<file path="config.mk">
export PLATFORM = sky130hd
export DESIGN_NAME = ulpi_init_seq
export DESIGN_NICKNAME = d
export VERILOG_FILES = /design/src/rtl/ulpi_init_seq.sv
export SDC_FILE = /design/constraint.sdc
export NUM_CORES = 1
export LEC_CHECK = 0
export BUFFER_PORTS_ARGS = -buffer_cell sky130_fd_sc_hd__clkbuf_2
export CAP_MARGIN = 10
export CORE_UTILIZATION = 55
export CTS_CLUSTER_SIZE = 40
export DETAILED_ROUTE_END_ITERATION = 8
export PLACE_DENSITY = 0.78
export SLEW_MARGIN = 20
export SYNTH_ARGS = -nofsm -noshare
export SYNTH_HDL_FRONTEND = slang
export SYNTH_SLANG_ARGS = --single-unit
</file>
<file path="constraint.sdc">
create_clock -name clk_ULPI -period 3.15 [get_ports clk_ULPI]
set_input_delay 0.63 -clock clk_ULPI [delete_from_list [all_inputs] [get_ports clk_ULPI]]
set_output_delay 0.63 -clock clk_ULPI [all_outputs]
set_load 0.05 [all_outputs]
</file>
<file path="src/rtl/ulpi_init_seq.sv">
`timescale 1ns/1ps
// ULPI PHY bring-up sequencer: waits for a quiet DIR after reset, then writes a
// fixed three-entry register table through the register-write stage, with retries.
module ulpi_init_seq #(
    parameter logic [15:0] STARTUP_CYCLES = 16'd1024,
    parameter logic [7:0]  GAP_CYCLES     = 8'd4,
    parameter logic [7:0]  TIMEOUT_CYCLES = 8'd64,
    parameter logic [1:0]  MAX_RETRY      = 2'd2
) (
    input  logic       clk_ULPI,
    input  logic       rst,
    input  logic       start,
    input  logic       DIR,
    input  logic       wr_busy,
    output logic       PrW,
    output logic [5:0] ADDR,
    output logic [7:0] REG_VAL,
    output logic       done,
    output logic       error,
    output logic [1:0] entry_idx,
    output logic [2:0] state_dbg
);

    // Handshake: PrW is a single-cycle request carrying ADDR/REG_VAL. The writer
    // accepts by raising wr_busy and completes by dropping it; ADDR/REG_VAL stay
    // valid from GAP until the attempt resolves.
    typedef enum logic [2:0] {
        ST_STARTUP   = 3'd0,
        ST_GAP       = 3'd1,
        ST_ISSUE     = 3'd2,
        ST_WAIT_ACK  = 3'd3,
        ST_WAIT_DONE = 3'd4,
        ST_DONE      = 3'd5,
        ST_ERROR     = 3'd6
    } state_t;

    state_t      state;
    logic [15:0] su_cnt;
    logic [7:0]  gap_cnt;
    logic [7:0]  to_cnt;
    logic        ack_cnt;
    logic [1:0]  retry;

    logic su_last;
    logic gap_full;
    logic to_last;
    logic attempt_ok;
    logic attempt_fail;

    // Terminal tests computed one bit wider so a zero-length parameter cannot wrap.
    assign su_last  = ({1'b0, su_cnt} + 17'd1) >= {1'b0, STARTUP_CYCLES};
    assign gap_full = ({1'b0, gap_cnt} + 9'd1) >= {1'b0, GAP_CYCLES};
    assign to_last  = ({1'b0, to_cnt} + 9'd1) >= {1'b0, TIMEOUT_CYCLES};

    assign attempt_ok   = (state == ST_WAIT_DONE) && !wr_busy;
    assign attempt_fail = ((state == ST_WAIT_ACK) && !wr_busy && ack_cnt) ||
                          ((state == ST_WAIT_DONE) && wr_busy && to_last);

    always_ff @(posedge clk_ULPI or negedge rst) begin
        if (!rst) begin
            state     <= ST_STARTUP;
            su_cnt    <= 16'd0;
            gap_cnt   <= 8'd0;
            to_cnt    <= 8'd0;
            ack_cnt   <= 1'b0;
            retry     <= 2'd0;
            entry_idx <= 2'd0;
        end else begin
            case (state)
                ST_STARTUP: begin
                    if (DIR) begin
                        su_cnt <= 16'd0;
                    end else if (su_last) begin
                        su_cnt  <= 16'd0;
                        gap_cnt <= 8'd0;
                        state   <= ST_GAP;
                    end else begin
                        su_cnt <= su_cnt + 16'd1;
                    end
                end
                ST_GAP: begin
                    if (gap_full) begin
                        if (!DIR && !wr_busy) begin
                            gap_cnt <= 8'd0;
                            state   <= ST_ISSUE;
                        end
                    end else begin
                        gap_cnt <= gap_cnt + 8'd1;
                    end
                end
                ST_ISSUE: begin
                    ack_cnt <= 1'b0;
                    state   <= ST_WAIT_ACK;
                end
                ST_WAIT_ACK, ST_WAIT_DONE: begin
                    if (attempt_ok) begin
                        retry   <= 2'd0;
                        gap_cnt <= 8'd0;
                        if (entry_idx == 2'd2) begin
                            state <= ST_DONE;
                        end else begin
                            entry_idx <= entry_idx + 2'd1;
                            state     <= ST_GAP;
                        end
                    end else if (attempt_fail) begin
                        gap_cnt <= 8'd0;
                        if (retry < MAX_RETRY) begin
                            retry <= retry + 2'd1;
                            state <= ST_GAP;
                        end else begin
                            state <= ST_ERROR;
                        end
                    end else if (state == ST_WAIT_ACK) begin
                        if (wr_busy) begin
                            to_cnt <= 8'd0;
                            state  <= ST_WAIT_DONE;
                        end else begin
                            ack_cnt <= 1'b1;
                        end
                    end else begin
                        to_cnt <= to_cnt + 8'd1;
                    end
                end
                ST_DONE, ST_ERROR: begin
                    // Re-run skips STARTUP: the PHY link is already known to be up.
                    if (start) begin
                        entry_idx <= 2'd0;
                        retry     <= 2'd0;
                        gap_cnt   <= 8'd0;
                        state     <= ST_GAP;
                    end
                end
                default: state <= ST_STARTUP;
            endcase
        end
    end

    assign PrW       = (state == ST_ISSUE);
    assign done      = (state == ST_DONE);
    assign error     = (state == ST_ERROR);
    assign state_dbg = state;

    always_comb begin
        ADDR    = 6'h0A;
        REG_VAL = 8'h00;
        case (entry_idx)
            2'd1: begin ADDR = 6'h07; REG_VAL = 8'h00; end
            2'd2: begin ADDR = 6'h04; REG_VAL = 8'h49; end
            default: begin ADDR = 6'h0A; REG_VAL = 8'h00; end
        endcase
    end

endmodule

</file>
Word-level counts from Yosys, hierarchy flattened
Index checks and enable logic that the tools add are counted.

word-level totals
  output and inout port bits = 22
  flip-flop bits (word level) = 40

operators by class
  add/sub/neg operators = 8
  mux-type cells = 39
  reductions and logical operators = 21
  $lt $le $gt $ge = 4
  bitwise gates (word level) = 2
  equal/unequal tests = 25

operators by type and width
  kind                   count
  $mux 8                 9
  $mux 3                 11
  $mux 16                2
  $pmux 8 s4             1
  $ne 2x2->1 const B     12
  $add 8x1->9 const B    2
  $add 16x1->17 const B  1
  $ge 17x11->1 const B   1
  $add 16x1->16 const B  1
  $add 8x1->8 const B    2
  $pmux 3 s5             1
  $mux 2                 6
  $reduce_and 4->1       3
  $eq 3x3->1 const B     3
  $ge 9x3->1 const B     1
  $ge 9x7->1 const B     1
  $ne 3x3->1 const B     3
  $ne 4x4->1 const B     2
  $pmux 2 s2             2
  $pmux 4 s2             1
  $mux 7                 1
  $reduce_and 7->1       1
  $eq 3x2->1 const B     2
  $logic_and 1x1->1      6
  16 further kinds       24

Longest topological paths before layout
Gate-level depths: netlist of the first run.

  word-level depth = 7
  depth in mapped cells = 8
  gate-level depth less buffers = 8

Least setup slack after synthesis of the first run
OpenSTA, ideal clock, no wires.

  kind = reg-to-output
  start = reg state[1], in the netlist state_dbg[1]
  end = out PrW
  path buffers = 1
  slack = 0.261 ns
  cell stages (with the launch flop) = 4
  arrival = 2.259 ns
  required time = 2.520 ns
  cells stage by stage = dfrtp_1 -> clkbuf_1 -> inv_1 -> nor3_1

on the way
  word-level cells in the longest chain between the ends = 1

ends and longest elaborated chain
  element                 line  RTL
  start, declared         37    state_t state;
  start signal, assigned  61    state <= ST_STARTUP;
  start signal, assigned  76    state <= ST_GAP;
  start signal, assigned  85    state <= ST_ISSUE;
  $eq 3x2->1              138   assign PrW = (state == ST_ISSUE);
  end, declared           15    output logic PrW,

No other way between the ends.

Worst setup path after layout of the first run
  start = reg state[1], in the netlist state_dbg[1]
  end = reg state[2], in the netlist state_dbg[2]

on the way
  word-level cells in the longest chain between the ends = 7
  elaborated cells between the ends (all ways) = 26
  classes of those cells = eq/ne: 13; mux: 3; reduce/logical: 10

ends and longest elaborated chain
  element                                             line    RTL
  $eq 3x2->1 / $eq 3x3->1 (equally long branches)     --
  $logic_and 1x1->1 (on tied branches) (2 in series)  56, 57
  $logic_or 1x1->1                                    56      assign attempt_fail = ((state == ST_WAIT_ACK) && !wr_busy && ack_cnt) ||
  $mux 3                                              105     end else if (attempt_fail) begin
  $mux 3                                              96      if (attempt_ok) begin
  $pmux 3 s5                                          69      case (state)

Several ways; a longest one is shown, not always the timed one.
A chain may end at the register's enable or synchronous reset.

==> metrics, run 1 <==
fillcell total 349; htree depth 2; Hold/Removal Path Class in -> async; Via density 6.01; Boundary Pins 27; Reg area approximately 1000 µm²; max-cap viol count 0; # hold bufs at CTS 0; RSZ-0062 raised after global routing no; Area growth syn-to-layout 7.29%; cts repair resizes 0; clock-pin slew on the worst setup and hold paths ~0.070 ns; max_slew headroom between 40% and 50%; maximum fanout along the worst path 16; post-DP HPWL around 3400 µm; Crit path largest cell delay 0.55 ns; status finished clean; maximum VDD drop 0.000897 V; Synth Instances 268; final setup violation count 0; CTS tree yes; Pwr Density around 840 nW/µm²; Total Wirelength between 4000 and 5000 µm; Top FF cell, synth dfrtp_1; CP Class reg -> reg; Post-CTS Setup Bufs 0; most frequent cell after synthesis dfrtp_1; Die Area 4730 µm²; number of global-route vias before repair 1741; Yosys cell types 58; Clock Path Buffers 2; Synth Register Bits 40; Worst Path Required 3.32 ns; period utilization 78.5%; sequential-to-total area share from yosys stat between 40% and 50%; Port Buffers 19; Worst path slowest cell dfrtp_1; Clock Sink Count 40; vias post-DR slightly above 2000; root buf cell clkbuf_8; Crit. End Element flop; type of origin of the critical path flop; first-pass GRT wire length 7970 µm; DR DRC count 0; CP Cell Sequence nand4bb_1 > or4b_1 > a31oi_1 > o311ai_0 > a21oi_2 > mux2_1; Worst Skew 0.00633 ns; crit path buf inv count 0; number of enable flip-flop cells after synthesis 0; final hold vios 0; Post-synth ARST share 100%; layout cells sized above 1 14.3%; Yosys warnings 0; 1st-iter DRT viols 93; Total Routing Usage GR 22.7%; DRT antenna net count 0; die height between 60 and 70 µm; Remaining Overflow, GRT 0; fmax between 400 and 500 MHz; Tot Pwr around 2.2 mW; LEAKAGE ~1.2 nW; fin crit period 2.47 ns; Post-Route Setup TNS 0 ns; total CTS buffers 5; Synth top area share 40.8%; Mean Syn Cell Area 9.16 µm²; clk_lat worst skew 0.29 ns; row cnt 23; largest net degree at the start of global routing 41; CP Data Arrival Time 2.65 ns; synth cell count leaders dfrtp_1, nand2_1, nor2_1, inv_1, o21ai_0; diode count 0; Top Family by Delay on Critical Path simple AND/OR/NAND/NOR gates; DR pass1 iterations 4; die width 68.8 µm; Floorplan Core Area approximately 4100 µm²; initial core utilization 59.2%; Netlist Area Pre-Place 2450 µm²; final slew viol count 0; Avg WL per Cell 14.2 µm; top cells by area, synth dfrtp_1, ha_1, nand2_1; Final #Nets 299; area of the multi-input gates 1300 µm²; area leader, netlist dfrtp_1; initial antenna violation count 0; Worst-Margin Slew 0.881 ns; RD Place Congestion 0.905
per-layer routing:
metal / vias to the layer above / global-route usage, % / part of all wire (%)
met4: 0 / 7.65 / 1.0
met5: - / 0 / 0
met1: 970 / 33.9 / 51
li1: 997 / - / -
met2: 52 / 33.3 / 44
met3: 5 / 3.45 / 4.4
logic make-up after synthesis:
kind of cell | share of synthesized area (%)
AO/OA/AOI/OAI | 19.3
adder cells (fa/ha/maj) | 3.57
multiplexers | 3.01
flip-flops | 40.8
other | 0.153
AND/OR/NAND/NOR | 25.3
buffers and inverters | 7.19
XOR/XNOR | 0.714
worst reg2reg max path, cell delays in order, from the launching register on:
cell,delay (ns)
dfrtp_1,0.55
nand4bb_1,0.34
or4b_1,0.55
a31oi_1,0.16
o311ai_0,0.16
a21oi_2,0.25
mux2_1,0.34
worst paths after layout:
kind / start / endpoint / slack (ns) / cells past startpoint
max: state_dbg[1] / state_dbg[2] / 0.68 / 6
min: rst / gap_cnt[4] / 0.46 / 1
max reg2reg: state_dbg[1] / state_dbg[2] / 0.68 / 6
min reg2reg: retry[0] / retry[0] / 0.50 / 1
max in group asynchronous: rst / gap_cnt[0] / 2.14 / 1
min in group clk_ULPI: retry[0] / retry[0] / 0.50 / 1
final cells by class:
| cell class | count | share of cell area (%) |
|---|---|---|
| multi-input cells | 200 | 49.3 |
| flip-flops and latches | 40 | 38.0 |
| well taps | 50 | 2.38 |
| clock inverters | 1 | 0.190 |
| clock buffers | 6 | 2.76 |
| repair buffers | 24 | 5.04 |
| inverters | 16 | 2.28 |
where the power goes:
part	total (mW)	switching [mW]	internal, mW
logic	1.16	0.810	0.351
clock network	0.317	0.167	0.151
registers	0.743	0.130	0.613
registers in the layout, indices dropped and copies added, names as in the netlist:
register	count
retry	2
to_cnt	8
ack_cnt	1
gap_cnt	8
su_cnt	16
entry_idx	2
state_dbg	3
per-stage QoR:
step | area, µm² | cells | utilization (%) | setup slack, ns | hold slack [ns]
after floorplan | 2480 | 274 | - | 0.261 | 0.334
after global placement | 2550 | 330 | 61.7 | 0.650 | 0.479
after detailed placement | 2550 | 330 | 61.7 | 0.596 | 0.484
after CTS | 2630 | 337 | 63.5 | 0.708 | 0.495
after global routing | 2630 | 337 | 63.5 | 0.531 | 0.524
final | 2630 | 337 | 63.5 | 0.679 | 0.462
cells in the final DEF (no fill, tap or decap), types with 2 or more instances in the layout:
master     n
dfrtp_1   40
nand2_1   23
clkbuf_2  18
nor2_1    17
inv_1     16
o21ai_0   12
a31oi_1   11
nand3_1   10
and2_1    10
nor3_1     9
a21oi_1    7
nor2b_1    7
and3_1     7
ha_1       7
conb_1     7
o211ai_1   6
nand4_1    5
or3_1      5
clkbuf_8   5
buf_4      5
mux2i_1    4
o31ai_1    4
nand2b_1   3
nand4b_1   3
nand3b_1   3
a21boi_0   2
a22o_1     2
a31oi_2    2
nor4_1     2
o41ai_1    2
mux2_2     2
o22ai_1    2
o21a_1     2
Power figures use the tool's default switching activity.
==> run 2: changes to the inputs <==
--- a/config.mk
+++ b/config.mk
@@ -7,7 +7,7 @@
 export LEC_CHECK = 0
 export BUFFER_PORTS_ARGS = -buffer_cell sky130_fd_sc_hd__clkbuf_2
 export CAP_MARGIN = 10
-export CORE_UTILIZATION = 55
+export CORE_UTILIZATION = 53
 export CTS_CLUSTER_SIZE = 40
 export DETAILED_ROUTE_END_ITERATION = 8
 export PLACE_DENSITY = 0.78
==> constraint.sdc (replaced) <==
create_clock -name clk_ULPI -period 2.2 [get_ports clk_ULPI]
set_input_delay 0.44 -clock clk_ULPI [delete_from_list [all_inputs] [get_ports clk_ULPI]]
set_output_delay 0.44 -clock clk_ULPI [all_outputs]
set_load 0.05 [all_outputs]
==> metrics, run 2 (synthesized netlist as in run 1, its figures left out) <==
status finished clean; CP Data Arrival Time 2.32 ns (-0.33 ns); total CTS buffers 5 (unchanged); Port Buffers 19 (unchanged); initial antenna violation count 0 (unchanged); diode count 0 (unchanged); Switching Fraction 46.9% (-2.9 points); final setup violation count 0 (unchanged); Floorplan Core Area 4410 µm² (+6.5%); Final #Nets 331 (+11%); Die Area 4910 µm² (+3.7%); Area growth syn-to-layout 23.4%; worst hold margin 0.00883 ns (-0.453 ns); Total Routing Usage GR 22.1% (-0.55 points); CTS tree yes; Worst-Margin Slew 0.603 ns (-0.278 ns); Remaining Overflow, GRT 0 (unchanged); row cnt 24 (+4.3%); htree depth 2 (unchanged); LEAKAGE 1.40 nW (+14%); Crit path largest cell delay 0.47 ns (-0.08 ns); Worst path slowest cell o41a_1; Clock Path Buffers 2 (unchanged); final slew viol count 0 (unchanged); Crit. path cell count 7 (+1); Sw Pwr 1.69 mW (+53%); clock-pin slew on the worst setup and hold paths 0.09 ns (+0.02 ns); type of origin of the critical path flop; first-pass GRT wire length 8850 µm (+11%); Via density 5.96 (-0.73%); R2R cell count 7 (+1); clk_lat worst skew 0.29 ns (about the same); P_int 1.92 mW (+72%); Hold/Removal Path Class in -> async; Worst Skew 0.0125 ns (+0.00615 ns); initial core utilization 55.6% (-3.6 points); CP Class reg -> reg; final hold vios 0 (unchanged); Clock Sink Count 40 (unchanged); Pwr Density 1190 nW/µm² (+41%); Clk pwr share 16.7% (+2.4 points); Crit. End Element flop; Total Wirelength 5700 µm (+19%); root buf cell clkbuf_8; Top Registers su_cnt: 16 flops, gap_cnt: 8 flops, to_cnt: 8 flops; Boundary Pins 27 (unchanged); post-DP HPWL 3730 µm (+9.3%); largest net degree at the start of global routing 22 (-46%); max FFs per register 16 (unchanged); die height 70.0 µm (+1.8%); max-cap viol count 0 (unchanged); layout cells sized above 1 29.7% (+15 points); Top Family by Delay on Critical Path compound AO/OA/AOI/OAI gates; die width 70.0 µm (+1.8%); fin crit period 2.14 ns (-0.328 ns); final worst slack 0.0567 ns (-0.622 ns); period utilization 97.4% (+19 points); leading cell type in the layout, fill and taps excluded buf_4; largest register by flop count su_cnt; pre-CTS WS 0.00398 ns (-0.592 ns); 1st-iter DRT viols 198 (+110%); DR pass1 iterations 4 (unchanged); Post-Route Setup TNS 0 ns (unchanged); maximum fanout along the worst path 9 (-7); Comb power frac 54.7% (+2.4 points); maximum VDD drop 0.00103 V (+14%); RD Place Congestion 0.850 (-6.1%); fillcell total 326 (-6.6%); vias post-DR 2218 (+9.6%); most frequent cells in the layout buf_4, dfrtp_1, nand2_1; fmax 467 MHz (+15%); Worst Path Required 2.38 ns (-0.94 ns); DR DRC count 0 (unchanged); CP Cell Sequence nand4_4 > o41a_1 > a31oi_2 > nor4_2 > buf_4 > and2_1 > mux2_2; max_slew headroom 59.6% (+18 points); Avg WL per Cell 15.3 µm (+7.8%); DRT antenna net count 0 (unchanged); register share of total power 28.5% (-4.9 points); number of global-route vias before repair 1981 (+14%); crit path buf inv count 1 (+1)
[run 2: changes by cell type in the layout (fill, tap and decap cells not counted), moves of 2 or more]
cell,previous run,this run
buf_4,5,35
dfrtp_1,40,34
dfrtp_2,0,6
ha_1,7,4
ha_2,0,2
nand3_1,10,8
nor3_1,9,6
nor3_2,1,4
o41ai_1,2,0
[run 2: area by class of cell]
| cell class | count | area, µm² | share of cell area [%] |
|---|---|---|---|
| Inverter | 16 | 60.1 | 1.98 |
| Timing Repair Buffer | 56 | 383 | 12.6 |
| Sequential cell | 40 | 1010 | 33.3 |
| Tap cell | 52 | 65.1 | 2.15 |
| Clock inverter | 2 | 35.0 | 1.16 |
| Multi-Input combinational cell | 200 | 1400 | 46.3 |
| Clock buffer | 6 | 72.6 | 2.40 |
[run 2: final timing paths]
path | start | end | slack [ns]
worst max-delay path | su_cnt[5] | su_cnt[0] | 0.06
worst min-delay path | rst | entry_idx[1] | 0.009
worst max register to register | su_cnt[5] | su_cnt[0] | 0.06
worst min register to register | retry[0] | retry[0] | 0.50
max in group asynchronous | rst | state_dbg[0] | 1.60
min in group clk_ULPI | retry[0] | retry[0] | 0.50
[run 2: metal layers]
metal  routed length (µm)  up-vias  part of all wire [%]  GRT usage (%)
met5                    0        -                     0              0
met4                  104        0                   1.8           7.78
met1                 2580     1078                    45           29.9
met2                 2790       54                    49           34.7
li1                     -     1073                     -              -
met3                  227       13                   4.0           5.48
[run 2: worst register-to-register path: stages, from the launching register on]
cell and delay, ns:
dfrtp_2 0.43, nand4_4 0.22, o41a_1 0.47, a31oi_2 0.21
nor4_2 0.09, buf_4 0.17, and2_1 0.18, mux2_2 0.26
[run 2: per-stage QoR]
stage / instances / power [mW] / instance area (µm²) / utilization (%)
after global placement: 350 / 2.88 / 2720 / 61.7
after global routing: 372 / 3.82 / 3030 / 68.6
final: 372 / 3.61 / 3030 / 68.6
after CTS: 359 / 3.51 / 2840 / 64.3
after detailed placement: 350 / 2.90 / 2720 / 61.7
after floorplan: 274 / 2.46 / 2500 / -
[run 2: repair_timing]
item	in CTS	in global routing
hold buffers	0	0
gates resized for setup	0	20
endpoints found under the setup margin	2	18
gates cloned	0	1
hold endpoints to repair	0	0
buffers inserted	1	12
pin swaps	0	13
[run 2: power groups by stage]
stage,Combinational (mW),Sequential [mW],Clock [mW]
finish,1.98,1.03,0.604
global route,2.14,1.05,0.627
CTS,1.89,1.01,0.604
detailed placement,1.87,1.02,0
global placement,1.86,1.02,0
floorplan,1.28,1.18,0
==> run 3: changes to the inputs <==
==> constraint.sdc (replaced) <==
create_clock -name clk_ULPI -period 1.75 [get_ports clk_ULPI]
set_input_delay 0.35 -clock clk_ULPI [delete_from_list [all_inputs] [get_ports clk_ULPI]]
set_output_delay 0.35 -clock clk_ULPI [all_outputs]
set_load 0.05 [all_outputs]
==> metrics, run 3 (synthesized netlist as in run 1, its figures left out) <==
clock-pin slew on the worst setup and hold paths 0.08 ns (about the same); final hold vios 0 (unchanged); M3 GR Usage 5.34% (-0.14 points); largest net degree at the start of global routing 23 (+4.5%); Total Wirelength 9210 µm (+62%); Crit. End Element flop; type of origin of the critical path flop; max-cap viol count 0 (unchanged); row cnt 24 (unchanged); Floorplan Core Area 4410 µm² (unchanged); GR Util met1 40.7% (+11 points); initial core utilization 55.6% (unchanged); RSZ-0062 raised after global routing yes; Boundary Pins 27 (unchanged); die width 70.0 µm (unchanged); Port Buffers 19 (unchanged); Avg WL per Cell 21.8 µm (+42%); RD Place Congestion 0.867 (+2.0%); met2 usage 54.8% (+20 points); clk_lat worst skew 0.30 ns (about the same); r2r endpoint state_dbg[1]; Remaining Overflow, GRT 0 (unchanged); Worst Skew 0.00781 ns (-0.00467 ns); CP Data Arrival Time 2.44 ns (+0.12 ns); final worst slack -0.482 ns (-0.539 ns); 1st-iter DRT viols 451 (+130%); Clock Path Buffers 2 (unchanged); first-pass GRT wire length 12200 µm (+37%); # hold bufs at CTS 0 (unchanged); R2R cell count 7 (unchanged); CTS tree yes; Top Usage Layer GRT met2; final instance area 3780 µm² (+25%); root buf cell clkbuf_8; Clock Sink Count 40 (unchanged); final slew viol count 0 (unchanged); failing checks setup timing; number of global-route vias before repair 2526 (+28%); htree depth 2 (unchanged); Tot Pwr 5.59 mW (+55%); maximum VDD drop 0.00117 V (+14%); Via density 6.64 (+11%); fmax 448 MHz (-4.0%); Total Routing Usage GR 32.0% (+9.8 points); DRT antenna net count 0 (unchanged); layout cells sized above 1 46.9% (+17 points); DR DRC count 0 (unchanged); die height 70.0 µm (unchanged); most frequent cells in the layout buf_4, dfrtp_1, nand2_1; DR pass1 iterations 5 (+1); largest register by flop count su_cnt; max_slew headroom 58.1% (-1.5 points); CP Class reg -> reg; Placed Instances 395 (+13%); pre-CTS WS -0.423 ns (-0.427 ns); Worst Path Required 1.96 ns (-0.42 ns); Placed Area 3170 µm² (+16%); Final #Nets 382 (+15%); worst setup path startpoint state_dbg[1]; FF-to-FF setup slack -0.48 ns (-0.54 ns); R2R Path Start state_dbg[1]; maximum fanout along the worst path 3 (-6); final setup violation count 33 (+33); Hold/Removal Path Class in -> async; initial antenna violation count 0 (unchanged); max FFs per register 16 (unchanged); post-route insts no fill 423 (+14%); diode count 0 (unchanged); fin crit period 2.23 ns (+0.0887 ns); vias post-DR 2810 (+27%); post-DP HPWL 4550 µm (+22%); Pwr Density 1480 nW/µm² (+24%); status finished with violations; fillcell total 218 (-33%); CP Capture Point state_dbg[1]; total CTS buffers 5 (unchanged); Area growth syn-to-layout 53.9%; leading cell type in the layout, fill and taps excluded buf_4; Worst-Margin Slew 0.625 ns (+0.0222 ns); Die Area 4910 µm² (unchanged); period utilization 128% (+30 points); Top Registers su_cnt: 16 flops, gap_cnt: 8 flops, to_cnt: 8 flops; LEAKAGE 1.78 nW (+27%)
## run 3: cell types whose count changed in the layout (fill, tap and decap cells not counted), sizes merged
cell and delta:
clkinvlp +4, buf +55, clkbuf -4, bufinv -1, inv -3
## run 3: layer usage
metal / up-vias / wire length [µm]
li1: 1179 / -
met5: - / 0
met4: 0 / 485
met3: 58 / 706
met2: 196 / 4500
met1: 1377 / 3520
## run 3: worst min-delay path by stage
stage                     cells after the start           end  slack, ns
after global routing                          1     su_cnt[8]       0.10
after CTS                                     1  state_dbg[1]       0.06
after global placement                        1     su_cnt[9]       0.37
after detailed placement                      1     su_cnt[8]       0.38
final                                         1     su_cnt[7]       0.05
after floorplan                               0       ack_cnt       0.05
## run 3: layout make-up
class | instances | area, µm² | area share, %
Tap cell | 52 | 65.1 | 1.72
Sequential cell | 40 | 1010 | 26.7
Clock inverter | 2 | 12.5 | 0.331
Timing Repair Buffer | 107 | 895 | 23.7
Multi-Input combinational cell | 200 | 1650 | 43.7
Inverter | 16 | 71.3 | 1.89
Clock buffer | 6 | 72.6 | 1.92
## run 3: power by group
part	switching, mW	internal (mW)
clock network	0.347	0.279
registers	0.214	1.11
logic	2.16	1.48
## run 3: timing repair
action	CTS	global route
gates resized for setup	44	38
setup buffers	14	6
endpoints found under the setup margin	36	35
pin swaps	26	15
cloned	1	0
## run 3: critical path, cell delays in order (launching register included)
cell and delay [ns]:
dfrtp_2 0.44, nand4bb_4 0.26, or4b_4 0.53, a31oi_4 0.21, o311ai_1 0.13, a21oi_2 0.18, buf_4 0.16, mux2i_2 0.22
## run 3: stage by stage
step                util [%]  TNS (ns)  hold WS, ns
floorplan                  -     -6.50       0.0544
global placement        71.8     -7.60        0.372
detailed placement      71.8     -9.82        0.379
CTS                     80.9     -7.32       0.0639
global route            85.5    -14.22        0.101
finish                  85.5    -10.93       0.0465
